==> src/rtl/cbb_pulse_spacer.sv <==
// Event-to-pulse spacer: queues incoming event strobes and re-emits them as
// registered pulses whose rising edges are at least P_GAP_CYCLES apart.
module cbb_pulse_spacer #(
  parameter int P_GAP_CYCLES = 6,
  parameter int P_OUT_WIDTH  = 1,
  parameter int P_CNT_W      = 4
) (
  input  logic               i_clk,
  input  logic               i_rstn,
  input  logic               i_event,
  input  logic               i_clr,
  input  logic               i_ovf_clr,
  output logic               o_pulse,
  output logic [P_CNT_W-1:0] o_pending,
  output logic               o_busy,
  output logic               o_overflow
);

  if (P_GAP_CYCLES < 2) begin : g_gap_chk
    $error("cbb_pulse_spacer: P_GAP_CYCLES must be >= 2");
  end
  if ((P_OUT_WIDTH < 1) || (P_OUT_WIDTH > P_GAP_CYCLES - 1)) begin : g_width_chk
    $error("cbb_pulse_spacer: P_OUT_WIDTH must be in 1..P_GAP_CYCLES-1");
  end

  localparam int LP_TW = $clog2(P_GAP_CYCLES);
  localparam logic [LP_TW-1:0]   LP_HIGH_LAST = LP_TW'(P_OUT_WIDTH - 1);
  localparam logic [LP_TW-1:0]   LP_GAP_LAST  = LP_TW'(P_GAP_CYCLES - P_OUT_WIDTH - 1);
  localparam logic [P_CNT_W-1:0] LP_CNT_MAX   = {P_CNT_W{1'b1}};

  typedef enum logic [1:0] {
    S_IDLE,
    S_HIGH,
    S_GAP
  } state_t;

  state_t             r_state;
  state_t             w_state_nxt;
  logic [LP_TW-1:0]   r_timer;
  logic [LP_TW-1:0]   w_timer_nxt;
  logic [P_CNT_W-1:0] r_pending;
  logic [P_CNT_W-1:0] w_pending_nxt;
  logic               r_overflow;
  logic               w_overflow_nxt;
  logic               r_pulse;
  logic               w_high_last;
  logic               w_gap_last;
  logic               w_launch;
  logic               w_drop;

  // Launching is only legal from IDLE or in the final GAP cycle, which is
  // what enforces the spacing between consecutive pulse starts.
  always_comb begin
    w_high_last = (r_timer == LP_HIGH_LAST);
    w_gap_last  = (r_timer == LP_GAP_LAST);
    w_launch    = ((r_state == S_IDLE) || ((r_state == S_GAP) && w_gap_last)) &&
                  ((r_pending != '0) || i_event) && !i_clr;

    w_state_nxt = r_state;
    case (r_state)
      S_IDLE: if (w_launch) w_state_nxt = S_HIGH;
      S_HIGH: if (w_high_last) w_state_nxt = S_GAP;
      S_GAP:  if (w_gap_last) w_state_nxt = w_launch ? S_HIGH : S_IDLE;
      default: w_state_nxt = S_IDLE;
    endcase

    if ((w_state_nxt != r_state) || (w_state_nxt == S_IDLE)) begin
      w_timer_nxt = '0;
    end else begin
      w_timer_nxt = r_timer + LP_TW'(1);
    end
  end

  // An event arriving in a launch cycle is consumed directly, so only the
  // non-launching cases can grow the queue or hit saturation.
  always_comb begin
    w_pending_nxt = r_pending;
    w_drop        = 1'b0;
    if (i_clr) begin
      w_pending_nxt = '0;
    end else if (w_launch) begin
      if (!i_event) begin
        w_pending_nxt = r_pending - P_CNT_W'(1);
      end
    end else if (i_event) begin
      if (r_pending == LP_CNT_MAX) begin
        w_drop = 1'b1;
      end else begin
        w_pending_nxt = r_pending + P_CNT_W'(1);
      end
    end

    if (w_drop) begin
      w_overflow_nxt = 1'b1;
    end else if (i_ovf_clr) begin
      w_overflow_nxt = 1'b0;
    end else begin
      w_overflow_nxt = r_overflow;
    end
  end

  always_ff @(posedge i_clk or negedge i_rstn) begin
    if (!i_rstn) begin
      r_state    <= S_IDLE;
      r_timer    <= '0;
      r_pending  <= '0;
      r_overflow <= 1'b0;
      r_pulse    <= 1'b0;
    end else begin
      r_state    <= w_state_nxt;
      r_timer    <= w_timer_nxt;
      r_pending  <= w_pending_nxt;
      r_overflow <= w_overflow_nxt;
      r_pulse    <= (w_state_nxt == S_HIGH);
    end
  end

  assign o_pulse    = r_pulse;
  assign o_pending  = r_pending;
  assign o_busy     = (r_state != S_IDLE) || (r_pending != '0);
  assign o_overflow = r_overflow;

endmodule

==> config.mk <==
export PLATFORM = sky130hd
export DESIGN_NAME = cbb_pulse_spacer
export DESIGN_NICKNAME = d
export VERILOG_FILES = /design/src/rtl/cbb_pulse_spacer.sv
export SDC_FILE = /design/constraint.sdc
export NUM_CORES = 1
export LEC_CHECK = 0
export CELL_PAD_IN_SITES_DETAIL_PLACEMENT = 1
export CELL_PAD_IN_SITES_GLOBAL_PLACEMENT = 1
export CORE_UTILIZATION = 39
export DETAILED_ROUTE_END_ITERATION = 8
export GPL_TIMING_DRIVEN = 1
export PLACE_DENSITY = 0.81
export SKIP_LAST_GASP = 1
export SYNTH_ARGS = -nofsm -noshare
export SYNTH_HDL_FRONTEND = slang
export SYNTH_SLANG_ARGS = --single-unit
==> constraint.sdc <==
create_clock -name i_clk -period 3.86 [get_ports i_clk]
set_clock_uncertainty 0.15 [all_clocks]
set_input_delay 0.386 -clock i_clk [delete_from_list [all_inputs] [get_ports i_clk]]
set_output_delay 0.386 -clock i_clk [all_outputs]
set_load 0.03 [all_outputs]
==> metrics, run 1 <==
initial DRC count=5; critical path arrival=2.94 ns; WL met3=44 um; top layer in use=met4; CP Launch Type=register; Avg Inst Size Synth=10.2 um2; total number of vias=521; status=finished, final reports clean; register bit total from synthesis=11; Post-route DRC=0; TNS Setup=0 ns; CTS Buf Count=3; cell depth of the worst flop-to-flop path=9; share of layout cells above drive strength 1=6.33%; flop-to-flop setup slack=0.94 ns; wire length on met1=660 um; post-synth top area cell=dfrtp_1; post-synth top area share=a little over two fifths; hpwl dp=around 1000 um; met2 routed WL=674 um; H-tree depth=1; CP startpoint=o_pending[0]$_DFFE_PN0P_; total core area=1540 um2; NumNets Final=90; Slew @ Worst Pin=0.510 ns; Pins Over Slew Limit=0; port bufs=11; maxcap violations=0; capturing point of the worst reg2reg path=o_pending[3]$_DFFE_PN0P_; GR Overflow Total=0; number of diodes=0; Worst Setup End Kind=register; worst r2r src=o_pending[0]$_DFFE_PN0P_; largest net degree at the start of global routing=12; worst hold slack=0.292 ns; gate count of the mapped netlist=64; Row Count=14; Max Root-Sink Buffers=2; Netlist cell types=27; worst vdd ir=345 uV; post-layout util=52.5%; Max FO, Critical Path=7; Total Routing Usage GR=19.5%; CTS tree=built; Die Ht=42.9 um; final hold viol count=0; crit path kind=register to register; drt wl/cell=about 15 um; clock network fraction of total power=13.8%; Critical Path Max Stage Delay=0.55 ns; synth-to-layout area growth=23.9%; clock latency on the worst-skew pair=0.28 ns; RSZ-0062 raised after global routing=no; Resize count post-CTS=0; Hold-fix buffers, CTS=0; achievable frequency=343 MHz; first-pass GRT wire length=between 2000 and 3000 um; Ys Warns=0; reported leakage power=roughly 0.00037 uW; Required @ worst endpoint=3.88 ns; slowest CP cell=or4_4; cell area after synthesis=between 600 and 700 um2; fin crit share=roughly three quarters; initial antenna violation count=0; DP Worst Slack=between 0.9 and 1 ns; switching part of the total=43.3%; final setup margin=approximately 0.94 ns; TritonRoute pass-1 iters=2; Initial Util=about 42%; worst relative slew slack=65.9%; GPL Wtd Cong=0.706; Top Ports=12; register area share after synthesis=42.1%; clock slew at reported path FFs=0.08 ns; Hold Path Class=primary input to asynchronous set/reset pin; Post-Synthesis Net Count=74; fin crit period=2.92 ns; pwr dens=753 nW/um2; most frequent cells in the layout=clkdlybuf4s50_1 (11), dfrtp_1 (11), nor2_1 (6), inv_1 (6), nand2b_1 (6); root buf cell=clkbuf_4; sequential power share=33.4%; Routed Wire Length=1420 um; vias in the first global route=529; dominant cells by area after synthesis=dfrtp_1 (42%), ha_1 (7.7%), nand2b_1 (5.7%); CP delay by family, top=compound AO/OA/AOI/OAI gates; Die W=42.9 um; combinational power share=52.9%; # setup viols final=0; Post-CTS Setup Inserts=0; Final ANT Viol Nets=0; die area=between 1500 and 2000 um2; critical path buffer and inverter count=1; P_sw=between 200 and 300 uW; Pint=around 350 uW; Via density=5.48; CTS sink count=11; Critical Path, Cell by Cell=or4_4 -> o211ai_1 -> inv_1 -> ha_1 -> a21o_1 -> a21oi_1 -> xor2_1 -> o22ai_1 -> nand2b_1
-- how the worst max path moves through the flow --
stage | slack, ns | endpoint | cells past startpoint
2_1_floorplan | 1.05 | o_pending[3]$_DFFE_PN0P_ | 9
3_3_place_gp | 1.03 | o_pending[3]$_DFFE_PN0P_ | 9
3_5_place_dp | 0.98 | o_pending[3]$_DFFE_PN0P_ | 9
4_1_cts | 0.94 | o_pending[3]$_DFFE_PN0P_ | 9
5_1_grt | 0.83 | o_pending[3]$_DFFE_PN0P_ | 9
6_report | 0.94 | o_pending[3]$_DFFE_PN0P_ | 9
-- power groups by stage --
stage                     logic, uW  clock network, uW  registers, uW
after CTS                       326               86.4            206
final                           322               83.9            204
after floorplan                 194                  0            231
after detailed placement        324                  0            207
after global placement          316                  0            202
after global routing            359               91.6            213
-- synth_stat cells (all sizes together) --
master,count
o211ai,1
dfrtp,11
ha,4
a21bo,1
fa,1
o32ai,1
nand3b,1
or4,1
nand3,1
nand2b,6
nand4,1
xor2,1
or3,1
inv,6
o21ai,3
o22ai,2
a22oi,2
a21oi,1
nor4bb,1
nor2,6
mux2i,2
mux2,2
a21o,2
xnor2,1
a311o,1
and2,2
nand2,2
-- sequential cells by signal, summed over array words and instances, names as in the netlist --
| signal | flops |
|---|---|
| r_timer | 3 |
| r_state | 2 |
| o_overflow | 1 |
| o_pulse | 1 |
| o_pending | 4 |
-- routing by layer --
layer  global-route usage [%]  vias to the layer above
met2                     29.7                       10
met3                     5.53                        5
met5                        0                        -
met1                     23.7                      248
li1                         -                      258
met4                     13.1                        0
-- layout make-up --
cell class / instances / area, um2
Clock buffer: 4 / 26.3
Multi-Input combinational cell: 47 / 355
Sequential cell: 11 / 275
Tap cell: 16 / 20.0
Inverter: 6 / 22.5
Timing Repair Buffer: 11 / 110
Fill cell: 180 / 732
-- per-stage QoR --
stage	total power, uW	cells	cell area [um2]
6_report	610	95	810
3_5_place_dp	531	91	783
3_3_place_gp	519	91	783
4_1_cts	618	95	810
2_1_floorplan	425	64	653
5_1_grt	664	95	810
-- kinds of logic after synthesis --
logic type,Yosys count,share of synthesized area [%]
and+or+nand+nor,22,19.4
AOI/OAI and AO/OA,14,15.1
DFF,11,42.1
buffers and inverters,6,3.45
adders and majority gates,5,10.7
muxes,4,6.51
xor gates and xnor gates,2,2.68
No activity file was read; power rests on OpenSTA's default activity.
==> run 2, diff against run 1 <==
--- a/config.mk
+++ b/config.mk
@@ -7,10 +7,10 @@
 export LEC_CHECK = 0
 export CELL_PAD_IN_SITES_DETAIL_PLACEMENT = 1
 export CELL_PAD_IN_SITES_GLOBAL_PLACEMENT = 1
-export CORE_UTILIZATION = 39
+export CORE_UTILIZATION = 38
 export DETAILED_ROUTE_END_ITERATION = 8
 export GPL_TIMING_DRIVEN = 1
-export PLACE_DENSITY = 0.81
+export PLACE_DENSITY = 0.8
 export SKIP_LAST_GASP = 1
 export SYNTH_ARGS = -nofsm -noshare
 export SYNTH_HDL_FRONTEND = slang
==> constraint.sdc (replaced) <==
create_clock -name i_clk -period 2.8 [get_ports i_clk]
set_clock_uncertainty 0.15 [all_clocks]
set_input_delay 0.28 -clock i_clk [delete_from_list [all_inputs] [get_ports i_clk]]
set_output_delay 0.28 -clock i_clk [all_outputs]
set_load 0.03 [all_outputs]
==> run 2 against run 1 <==
  * The flow now finishes with violations (design-rule violations)
  * Final cell count grew 5.3%
  * Non-clock buffer count grew 5
  * Clock power grew 32%
  * Sequential power grew 31%
  * Register-to-register slack lost 0.81 ns
  * Critical path depth is the same
  * Count of clock-buffer cells in the layout is the same
  * Critical path type unchanged
  * Largest cell class unchanged
  * Highest routed layer unchanged
==> metrics, run 2 (synthesis gave the netlist of run 1 again) <==
status=finished, violations left; failing checks=design-rule violations; drt wl/cell=14.9 um; synth-to-layout area growth=30.3%; CTS Buf Count=3; Initial Util=about two fifths; final setup margin=0.128 ns; Required @ worst endpoint=2.80 ns; reported leakage power=0.000395 uW; Die Ht=43.5 um; achievable frequency=roughly 370 MHz; largest net degree at the start of global routing=12; flop-to-flop setup slack=0.13 ns; critical path buffer and inverter count=1; Worst Setup End Kind=register; pwr dens=approximately 1000 nW/um2; final hold viol count=0; Pins Over Slew Limit=0; DP Worst Slack=0.103 ns; GR Overflow Total=0; slowest CP cell=or4_4; Critical Path, Cell by Cell=or4_4 -> o211ai_1 -> inv_1 -> ha_1 -> a21o_1 -> a21oi_1 -> xor2_1 -> o22ai_1 -> nand2b_1; Max Root-Sink Buffers=2; fin crit share=95.4%; clock slew at reported path FFs=0.08 ns; initial antenna violation count=0; crit path kind=register to register; Critical Path Max Stage Delay=0.50 ns; Largest register FFs=4; # setup viols final=0; cell depth of the worst flop-to-flop path=9; share of layout cells above drive strength 1=15.5%; Slew @ Worst Pin=roughly 0.53 ns; initial DRC count=11; most common cell after layout, fill and taps aside=clkdlybuf4s50_1; Die W=roughly 43 um; worst relative slew slack=64.8%; most frequent cells in the layout=clkdlybuf4s50_1 (11), dfrtp_1 (8), nor2_1 (6), inv_1 (6), nand2b_1 (6); total number of vias=543; Hold Path Class=primary input to asynchronous set/reset pin; die area=1890 um2; clock latency on the worst-skew pair=0.27 ns; worst vdd ir=550 uV; Top Ports=12; number of diodes=0; GPL Wtd Cong=approximately 0.77; maxcap violations=0; Final ANT Viol Nets=0; total core area=1560 um2; fin crit period=around 2.7 ns; CTS tree=built; Max FO, Critical Path=6; H-tree depth=1; Routed Wire Length=1490 um; TNS Setup=0 ns; critical path arrival=2.67 ns; CTS sink count=11; post-layout power=889 uW; Total Routing Usage GR=~18%; CP Depth=9; root buf cell=clkbuf_4; Via density=5.43; fillers=181; port bufs=11; final instance area=851 um2; vias in the first global route=540; TritonRoute pass-1 iters=6; hpwl dp=about 1200 um; CP Launch Type=register; Area after DPL=a little over 800 um2; NumNets Final=95; CP delay by family, top=compound AO/OA/AOI/OAI gates; Post-route DRC=4; Row Count=14; first-pass GRT wire length=2390 um
-- run 2: cell types whose count changed in the layout (fill, tap and decap cells not counted), sizes merged --
cell,delta
buf,+5
-- run 2: worst reg2reg max path: cells and delay by family (launching register included) --
kind	cells	cell delay (ns)
buf+inv	1	0.13
simple gates	2	0.65
xor+xnor	1	0.22
flops	1	0.45
fa+ha+maj	1	0.29
compound gates	4	0.69
-- run 2: area by class of cell --
cell class | instances | area (um2) | share of cell area (%)
multi-input cells | 47 | 355 | 41.8
flip-flops and latches | 11 | 279 | 32.8
repair buffers | 16 | 148 | 17.4
clock buffers | 4 | 26.3 | 3.09
inverters | 6 | 22.5 | 2.65
well taps | 16 | 20.0 | 2.35
-- run 2: power breakdown --
group / switching (uW) / internal, uW
Sequential: 53.9 / 214
Clock: 56.0 / 55.0
Combinational: 265 / 245
Total: 375 / 514
-- run 2: final timing paths --
check | endpoint | start
min reg2reg | o_overflow$_DFFE_PN0P_ | o_overflow$_DFFE_PN0P_
max in group asynchronous | o_pending[3]$_DFFE_PN0P_ | i_rstn
max | o_pending[3]$_DFFE_PN0P_ | o_pending[3]$_DFFE_PN0P_
max reg2reg | o_pending[3]$_DFFE_PN0P_ | o_pending[3]$_DFFE_PN0P_
min in group i_clk | o_overflow$_DFFE_PN0P_ | o_overflow$_DFFE_PN0P_
min | o_overflow$_DFFE_PN0P_ | i_rstn
-- run 2: timing repair --
| item | CTS | global route |
|---|---|---|
| endpoints found under the setup margin | 0 | 1 |
| resized for setup | 0 | 1 |
| setup buffers | 0 | 1 |
| hold buffers | 0 | 0 |
-- run 2: metal layers --
metal | GRT usage (%) | up-vias | part of all wire (%)
li1 | - | 271 | -
met5 | 0 | - | 0
met1 | 25.5 | 262 | 51
met2 | 26.7 | 8 | 45
met4 | 7.50 | 0 | 0.80
met3 | 2.50 | 2 | 3.1
-- run 2: stage by stage --
stage,std cells,hold WS [ns],utilization (%)
2_1_floorplan,64,-0.166,-
3_3_place_gp,95,0.368,52.3
3_5_place_dp,95,0.373,52.3
4_1_cts,99,0.211,54.0
5_1_grt,100,0.259,54.6
6_report,100,0.203,54.6
